<file path="config.mk">
export PLATFORM = sky130hd
export DESIGN_NAME = wm_panel_ctrl_flat
export DESIGN_NICKNAME = d
export VERILOG_FILES = /design/src/rtl/wm_panel_ctrl_if.sv /design/src/rtl/wm_panel_ctrl.sv /design/src/flat_wrapper.sv
export SDC_FILE = /design/constraint.sdc
export NUM_CORES = 1
export LEC_CHECK = 0
export ABC_AREA = 1
export CORE_MARGIN = 2
export CORE_UTILIZATION = 48
export DETAILED_ROUTE_END_ITERATION = 10
export GPL_ROUTABILITY_DRIVEN = 0
export HOLD_SLACK_MARGIN = 0.12
export PLACE_DENSITY = 0.68
export SYNTH_ARGS = -nofsm -noshare
export SYNTH_HDL_FRONTEND = slang
export SYNTH_SLANG_ARGS = --single-unit
</file>
<file path="constraint.sdc">
create_clock -name clk -period 2.1 [get_ports clk]
set_clock_uncertainty 0.2 [all_clocks]
set_input_delay 0.21 -clock clk [delete_from_list [all_inputs] [get_ports clk]]
set_output_delay 0.21 -clock clk [all_outputs]
set_load 0.005 [all_outputs]
</file>
<file path="src/rtl/wm_panel_ctrl_if.sv">
// Front-panel bus for wm_panel_ctrl: raw panel inputs and controller status
// in, conditioned controller requests and indicator LEDs out.
interface wm_panel_ctrl_if;
  logic start_btn_raw;
  logic door_sw_raw;
  logic door_lock;
  logic done;
  logic start;
  logic door_close;
  logic busy_led;
  logic done_led;
  logic err_door;
  logic err_lock;

  // Driver side: the panel/controller environment.
  modport master (
    output start_btn_raw, door_sw_raw, door_lock, done,
    input  start, door_close, busy_led, done_led, err_door, err_lock
  );

  // The conditioning block itself.
  modport slave (
    input  start_btn_raw, door_sw_raw, door_lock, done,
    output start, door_close, busy_led, done_led, err_door, err_lock
  );
endinterface

</file>
<file path="src/rtl/wm_panel_ctrl.sv">
// wm_panel_ctrl: debounces the start button and door switch, issues the start
// pulse to the washing-machine controller behind a door interlock, and drives
// the busy/done/error indicators.
// Optional: define WM_PANEL_SYNC2_EN to put a 2-flop synchronizer in front of
// each debouncer (adds two edges of latency to every raw-input path).
module wm_panel_ctrl #(
  parameter int DEBOUNCE_CYCLES = 4,
  parameter int START_PULSE_W   = 1,
  parameter int LOCK_TIMEOUT    = 16
) (
  input  logic            clk,
  input  logic            rst,
  wm_panel_ctrl_if.slave  bus
);
  localparam int DB_W = $clog2(DEBOUNCE_CYCLES + 1);
  localparam int PW_W = $clog2(START_PULSE_W + 1);
  localparam int LT_W = $clog2(LOCK_TIMEOUT + 1);

  typedef enum logic [2:0] {
    S_IDLE, S_REQ, S_WAIT_LOCK, S_RUN, S_DONE_HOLD
  } state_t;

  // Channel 0 = start button, channel 1 = door switch.
  logic [1:0] raw;
  logic [1:0] smp;
  assign raw = {bus.door_sw_raw, bus.start_btn_raw};

`ifdef WM_PANEL_SYNC2_EN
  logic [1:0] sync1_q;
  logic [1:0] sync2_q;

  // Two-flop synchronizer for both raw panel inputs.
  always_ff @(posedge clk) begin
    if (rst) begin
      sync1_q <= '0;
      sync2_q <= '0;
    end else begin
      sync1_q <= raw;
      sync2_q <= sync1_q;
    end
  end
  assign smp = sync2_q;
`else
  assign smp = raw;
`endif

  logic [1:0]      stable_q, stable_d;
  logic [1:0]      commit;
  logic [DB_W-1:0] cnt_q [2];
  logic [DB_W-1:0] cnt_d [2];

  // Debounce next-state: count consecutive samples that disagree with the
  // stable level and flip it on the DEBOUNCE_CYCLES-th one.
  always_comb begin
    for (int i = 0; i < 2; i++) begin
      stable_d[i] = stable_q[i];
      cnt_d[i]    = '0;
      commit[i]   = 1'b0;
      if (smp[i] != stable_q[i]) begin
        if (cnt_q[i] == DB_W'(DEBOUNCE_CYCLES - 1)) begin
          stable_d[i] = ~stable_q[i];
          commit[i]   = 1'b1;
        end else begin
          cnt_d[i] = cnt_q[i] + DB_W'(1);
        end
      end
    end
  end

  // Debouncer state registers.
  always_ff @(posedge clk) begin
    if (rst) begin
      stable_q <= '0;
      cnt_q[0] <= '0;
      cnt_q[1] <= '0;
    end else begin
      stable_q <= stable_d;
      cnt_q[0] <= cnt_d[0];
      cnt_q[1] <= cnt_d[1];
    end
  end

  state_t          state_q;
  logic [PW_W-1:0] pcnt_q;
  logic [LT_W-1:0] lcnt_q;
  logic            start_q, busy_q, done_led_q, err_door_q, err_lock_q;

  logic press, door_now, door_next, door_rise, press_ok;
  assign press     = commit[0] & stable_d[0];
  assign door_now  = stable_q[1];
  assign door_next = stable_d[1];
  assign door_rise = commit[1] & stable_d[1];
  // A press is honoured only in IDLE or DONE_HOLD with the door closed; in
  // DONE_HOLD a simultaneous door opening takes precedence.
  assign press_ok  = press & door_now &
                     ((state_q == S_IDLE) | ((state_q == S_DONE_HOLD) & door_next));

  // Request/interlock FSM with registered outputs. Error clears are written
  // before sets so a same-cycle set overrides the clear.
  always_ff @(posedge clk) begin
    if (rst) begin
      state_q    <= S_IDLE;
      pcnt_q     <= '0;
      lcnt_q     <= '0;
      start_q    <= 1'b0;
      busy_q     <= 1'b0;
      done_led_q <= 1'b0;
      err_door_q <= 1'b0;
      err_lock_q <= 1'b0;
    end else begin
      if (door_rise || press_ok) err_door_q <= 1'b0;
      if (press_ok)              err_lock_q <= 1'b0;
      unique case (state_q)
        S_IDLE: begin
          if (press) begin
            if (door_now) begin
              state_q <= S_REQ;
              start_q <= 1'b1;
              busy_q  <= 1'b1;
              pcnt_q  <= '0;
            end else begin
              err_door_q <= 1'b1;
            end
          end
        end
        S_REQ: begin
          if (!door_next) begin
            state_q    <= S_IDLE;
            start_q    <= 1'b0;
            busy_q     <= 1'b0;
            err_door_q <= 1'b1;
          end else if (pcnt_q == PW_W'(START_PULSE_W - 1)) begin
            state_q <= S_WAIT_LOCK;
            start_q <= 1'b0;
            lcnt_q  <= '0;
          end else begin
            pcnt_q <= pcnt_q + PW_W'(1);
          end
        end
        S_WAIT_LOCK: begin
          if (!door_next) begin
            state_q    <= S_IDLE;
            busy_q     <= 1'b0;
            err_door_q <= 1'b1;
          end else if (bus.door_lock) begin
            state_q <= S_RUN;
          end else if (lcnt_q == LT_W'(LOCK_TIMEOUT - 1)) begin
            state_q    <= S_IDLE;
            busy_q     <= 1'b0;
            err_lock_q <= 1'b1;
          end else begin
            lcnt_q <= lcnt_q + LT_W'(1);
          end
        end
        S_RUN: begin
          if (bus.done) begin
            state_q    <= S_DONE_HOLD;
            busy_q     <= 1'b0;
            done_led_q <= 1'b1;
          end
        end
        S_DONE_HOLD: begin
          if (!door_next) begin
            state_q    <= S_IDLE;
            done_led_q <= 1'b0;
          end else if (press_ok) begin
            state_q    <= S_REQ;
            start_q    <= 1'b1;
            busy_q     <= 1'b1;
            pcnt_q     <= '0;
            done_led_q <= 1'b0;
          end
        end
        default: state_q <= S_IDLE;
      endcase
    end
  end

  assign bus.start      = start_q;
  assign bus.door_close = stable_q[1];
  assign bus.busy_led   = busy_q;
  assign bus.done_led   = done_led_q;
  assign bus.err_door   = err_door_q;
  assign bus.err_lock   = err_lock_q;
endmodule

</file>
<file path="src/flat_wrapper.sv">
// flat-port wrapper written by rule: the top's interface ports become plain ports
module wm_panel_ctrl_flat 
#(
  parameter int DEBOUNCE_CYCLES = 4,
  parameter int START_PULSE_W   = 1,
  parameter int LOCK_TIMEOUT    = 16
)
  (clk, rst, bus_start_btn_raw, bus_door_sw_raw, bus_door_lock, bus_done, bus_start, bus_door_close, bus_busy_led, bus_done_led, bus_err_door, bus_err_lock);
  wm_panel_ctrl_if bus_i ();
  input  logic clk;
  input  logic rst;
  input wire logic [$bits(bus_i.start_btn_raw)-1:0] bus_start_btn_raw;
  input wire logic [$bits(bus_i.door_sw_raw)-1:0] bus_door_sw_raw;
  input wire logic [$bits(bus_i.door_lock)-1:0] bus_door_lock;
  input wire logic [$bits(bus_i.done)-1:0] bus_done;
  output wire logic [$bits(bus_i.start)-1:0] bus_start;
  output wire logic [$bits(bus_i.door_close)-1:0] bus_door_close;
  output wire logic [$bits(bus_i.busy_led)-1:0] bus_busy_led;
  output wire logic [$bits(bus_i.done_led)-1:0] bus_done_led;
  output wire logic [$bits(bus_i.err_door)-1:0] bus_err_door;
  output wire logic [$bits(bus_i.err_lock)-1:0] bus_err_lock;
  assign bus_i.start_btn_raw = bus_start_btn_raw;
  assign bus_i.door_sw_raw = bus_door_sw_raw;
  assign bus_i.door_lock = bus_door_lock;
  assign bus_i.done = bus_done;
  assign bus_start = bus_i.start;
  assign bus_door_close = bus_i.door_close;
  assign bus_busy_led = bus_i.busy_led;
  assign bus_done_led = bus_i.done_led;
  assign bus_err_door = bus_i.err_door;
  assign bus_err_lock = bus_i.err_lock;
  wm_panel_ctrl #(.DEBOUNCE_CYCLES(DEBOUNCE_CYCLES), .START_PULSE_W(START_PULSE_W), .LOCK_TIMEOUT(LOCK_TIMEOUT)) u_core (.clk(clk), .rst(rst), .bus(bus_i));
endmodule
</file>
Word level (Yosys, flattened, before mapping)

Memory sizes are Yosys's and may differ from the RTL's.
Cells that the tools add are included.
W data, S select, Z words.

Add/subtract/negate cells: 4
Equal/unequal tests: 25
Muxes and demuxes: 67
Bitwise operators: 10
Reductions and logical operators: 13

Operators by type and width:

| cell                  | count |
|---|---|
| $mux W3               | 16 |
| $mux W1               | 39 |
| $mux W5               | 5 |
| $reduce_and A6 Y1     | 4 |
| $pmux W3 S5           | 1 |
| $eq A3 B2 Y1 const B  | 4 |
| $ne A2 B1 Y1 const B  | 6 |
| $ne A3 B3 Y1 const B  | 4 |
| $ne A2 B2 Y1 const B  | 5 |
| $pmux W5 S2           | 1 |
| $reduce_and A9 Y1     | 1 |
| $add A3 B1 Y3 const B | 2 |
| $pmux W1 S3           | 2 |
| $add A5 B1 Y5 const B | 1 |
| $and A1 B1 Y1         | 5 |
| $eq A5 B4 Y1 const B  | 1 |
| $pmux W1 S5           | 1 |
| $reduce_bool A5 Y1    | 1 |
| $ne A4 B4 Y1 const B  | 1 |
| $pmux W1 S2           | 2 |
| $reduce_bool A2 Y1    | 2 |
| $eq A3 B1 Y1 const B  | 1 |
| $eq A3 B3 Y1 const B  | 1 |
| $logic_not A3 Y1      | 1 |
| 8 further kinds       | 12 |

Bits in registers: 16
Bits in writable memories: 6
Input port bits: 6
Output and inout bits: 6
Word-level logic and storage cells: 129
Memories: 1

Memories:

| name         | depth | bits a word | rd ports | clocked after memory_dff | wr ports | line                | source |
|---|---|---|---|---|---|---|---|
| u_core.cnt_q | 2     | 3           | 2        | 0                        | 2        | wm_panel_ctrl.sv:49 | `logic [DB_W-1:0] cnt_q [2];` |

Depth between registers and ports, before layout

Depth after elaboration: 11
Mapped depth: 12
Depth with buffers taken out: 12

Worst setup path after synthesis

Ideal clock, no wire load.

Kind: reg-to-reg
Start point: mem u_core.cnt_q[0][3] (netlist bit)
End point: reg u_core.busy_q, in the netlist u_core.bus.busy_led
Data arrival time: 1437 ps
Required time: 1836 ps
Setup slack: 399 ps
Stages on the path, launching flop included: 12
Buffers on the path: 0
Cells stage by stage: dfxtp_1 -> ha_1 -> ha_1 -> nand2_1 -> nand2_4 -> inv_1 -> nor2_1 -> nor2_1 -> nand3_1 -> nand2_1 -> inv_1 -> nor2_1

RTL lines:

| item                 | line                 | source |
|---|---|---|
| start, declared      | wm_panel_ctrl.sv:49  |  |
| end signal, assigned | wm_panel_ctrl.sv:106 | `busy_q <= 1'b0;` |
| end signal, assigned | wm_panel_ctrl.sv:119 | `busy_q <= 1'b1;` |
| end signal, assigned | wm_panel_ctrl.sv:130 | `busy_q <= 1'b0;` |
| end, declared        | wm_panel_ctrl.sv:86  | `logic start_q, busy_q, done_led_q, err_door_q, err_lock_q;` |

==> run_results.csv <==
group,metric,value,unit
synthesis,syn_inst,166,
critical_path,crit_path_start,"u_core.cnt_q[0][3]$_SDFF_PP0_",
route,vias_per_cell,4.82,
timing,finalSetupViolations,0,
critical_path,crit_path_frequent_cell,"nor2_1",
die,die_w,52.5,µm
critical_path,crit_type,"reg -> reg",
pwr,leakagePower,0.000543,µW
die,die-area,2760,µm²
pwr,pwr-share-clk,31.5,%
pwr,power.total,642,µW
worst_hold_path,min_from,"u_core.cnt_q[0][3]$_SDFF_PP0_",
clocking,cts_resized,0,
synthesis,synth-edff-count,0,
synthesis,yosys_register_bits,21,
place,io_buffers,11,
final_layout,final_cell_area,1310,µm²
route,wl_per_cell,10.4,µm
synthesis,synth_area,1130,µm²
synthesis,synth.most_common_cell,"nor2_1",
route,drtIter0Drc,22,
final_layout,seqCellArea,420,µm²
pwr,pwr-share-seq,63.1,%
critical_path,critPathTopFamily,"simple AND/OR/NAND/NOR gates",
synthesis,synth-async-reset-ratio,0,%
critical_path,r2r_cells,11,
flow_run,maxCapViolations,0,
place,dpl.hpwl,1.72,mm
die,rows,17,
synthesis,synth_nets,178,
synthesis,synth.top_cell.area_share,37.2,%
die,start_util,51.1,%
final_layout,area_growth,15.8,%
final_layout,filler_cell_count,222,
timing,post-route-period-util,91.3,%
critical_path,critPathBufInv,2,
clocking,clk_pin_slew,130,ps
die,io-pin-count,12,
pwr,swShare,23.4,%
critical_path,crit_path_max_fanout,6,
timing,setup_tns,0,ps
pwr,cellPowerDensity,490,nW/µm²
clocking,cts.hold.buffers_added,0,
critical_path,r2r_slack,180,ps
clocking,clock_latency,310,ps
critical_path,endpoint_kind,"flip-flop",
final_layout,antenna_cells,0,
route,drc,0,
place,dpl_cell_area,1280,µm²
clocking,cts-buffers-inserted,3,
timing,slew_headroom,80.0,%
pwr,power_frac_comb,5.4,%
clocking,cts_max_level,1,
global_routing,grt_pass1_vias,943,
global_routing,antenna_found_initial,0,
synthesis,synth_common_cells,"nor2_1, nand2_1, inv_1",
timing,hold_viol_final,0,
clocking,clockBufferDepth,2,
critical_path,slowest_stage,"dfxtp_1",
route,vias,1007,
pwr,p_int,492,µW
worst_hold_path,hold_path_class,"reg -> reg",
critical_path,crit_arrival,1960,ps
critical_path,start_kind,"flip-flop",
route,ant_nets,0,
timing,period_needed,1920,ps
critical_path,critPathMaxStageDelay,340,ps
critical_path,r2r-end,"u_core.bus.busy_led$_SDFFE_PP0P_",
synthesis,synth-main-ff-cell,"dfxtp_1",
synthesis,yosysUniqueCellTypes,23,
pwr,peakVddDrop,0.347,mV
pwr,power.switching,150,µW
global_routing,grt_max_degree,14,
die,die_y,52.5,µm
critical_path,critPathRequiredTime,2140,ps
timing,fin_hold_ws,234,ps
timing,drv_slew,0,
final_layout,drive_above_1_share,11.6,%
timing,worst_slew_pin_slew,300,ps
global_routing,grt_overflow,0,
clocking,cts_root_buf,"clkbuf_4",
timing,timing.fmax,522,MHz
clocking,numClockSinks,21,
clocking,post_cts_buffers,0,
synthesis,ys.warnings.count,0,
global_routing,grt_pass1_wl,3.74,mm
synthesis,yosysSeqAreaShare,37.2,%
global_routing,grtUsageTotal,18.3,%
die,core_area,2210,µm²
worst_hold_path,hold_end,"u_core.cnt_q[0][3]$_SDFF_PP0_",
final_layout,final_nets,194,
route,drtPass1Iterations,4,
final_layout,multi_input_area,609,µm²
clocking,cts_tree,"done",
synthesis,syn_avg_cell_area,6.81,µm²
synthesis,synth_area_leaders,"dfxtp_1, nor2_1, nand2_1",
critical_path,r2r_start,"u_core.cnt_q[0][3]$_SDFF_PP0_",
worst_hold_path,whs_path_depth,1,
synthesis,synth_top_area_cell,"dfxtp_1",
timing,rsz0062_at_grt,"false",
status,outcome,"completed",
route,totalWireLength,2.18,mm
critical_path,crit_chain,"ha_1 > ha_1 > nand2_1 > nand2_4 > inv_1 > nor2_1 > nor2_1 > nand3_1 > nand2_1 > inv_1 > nor2_1",
-- flip-flops by register name, summed over array words and instances, names as in the netlist --
name and cells:
u_core.bus.done_led 1, u_core.lcnt_q 5, u_core.bus.start 1, u_core.bus.err_lock 1, u_core.bus.busy_led 1, u_core.stable_q 2
u_core.bus.err_door 1, u_core.cnt_q 6, u_core.state_q 3
-- cell usage in the layout, fill, tap and decap left out, drive strengths merged --
master         synthesis  final
clkinvlp               0      1
nor3b                  1      1
a21o                   1      1
o211ai                 2      2
nand2                 37     37
a21oi                 11     11
o21ai                  8      8
dfxtp                 21     21
a22oi                  1      1
inv                   26     26
nand3                 12     12
nand4                  2      2
clkdlybuf4s50          0     11
xor2                   1      1
buf                    0      1
clkbuf                 1      3
nor2                  36     36
ha                     6      6
-- layout make-up --
| cell class | count | area share, % |
|---|---|---|
| Tap cell | 28 | 2.67 |
| Inverter | 26 | 7.45 |
| Clock buffer | 3 | 1.72 |
| Clock inverter | 1 | 0.573 |
| Timing Repair Buffer | 12 | 8.98 |
| Sequential cell | 21 | 32.1 |
| Multi-Input combinational cell | 118 | 46.5 |
-- worst max-delay path by stage --
stage               slack (ps)  cells after the start                                to
detailed placement         240                     11  u_core.bus.busy_led$_SDFFE_PP0P_
global placement           300                      9     u_core.lcnt_q[2]$_SDFFE_PP0P_
CTS                        180                     11  u_core.bus.busy_led$_SDFFE_PP0P_
finish                     180                     11  u_core.bus.busy_led$_SDFFE_PP0P_
global route                30                     11  u_core.bus.busy_led$_SDFFE_PP0P_
floorplan                  400                     11  u_core.bus.busy_led$_SDFFE_PP0P_
-- kinds of logic (layout without fill, tap and decap cells) --
| logic type | after synthesis | after routing | share of synthesized area (%) |
|---|---|---|---|
| compound gates | 23 | 23 | 11.4 |
| fa+ha+maj | 6 | 6 | 6.64 |
| flops | 21 | 21 | 37.2 |
| xor+xnor | 1 | 1 | 0.774 |
| buf+inv | 27 | 42 | 8.96 |
| simple gates | 88 | 88 | 35.1 |
-- through the flow --
| step | setup slack, ps | util (%) | cells |
|---|---|---|---|
| finish | 183 | 59.2 | 209 |
| global route | 25.8 | 59.2 | 209 |
| CTS | 184 | 59.2 | 209 |
| detailed placement | 244 | 57.9 | 205 |
| global placement | 301 | 57.9 | 205 |
| floorplan | 399 | - | 166 |
-- per-layer routing --
metal / wire length, µm / GRT usage, % / vias to the layer above
li1: - / - / 554
met1: 1050 / 20.9 / 438
met2: 1060 / 32.5 / 13
met3: 54 / 3.71 / 2
met4: 17 / 8.12 / 0
met5: 0 / 0 / -
-- power groups by stage --
stage	clock network (µW)	registers (µW)	logic, µW
global route	234	406	38.7
global placement	0	414	33.7
detailed placement	0	414	34.4
finish	202	405	34.6
CTS	216	405	34.6
floorplan	0	414	17.4
(Power assumes the default switching activity.)
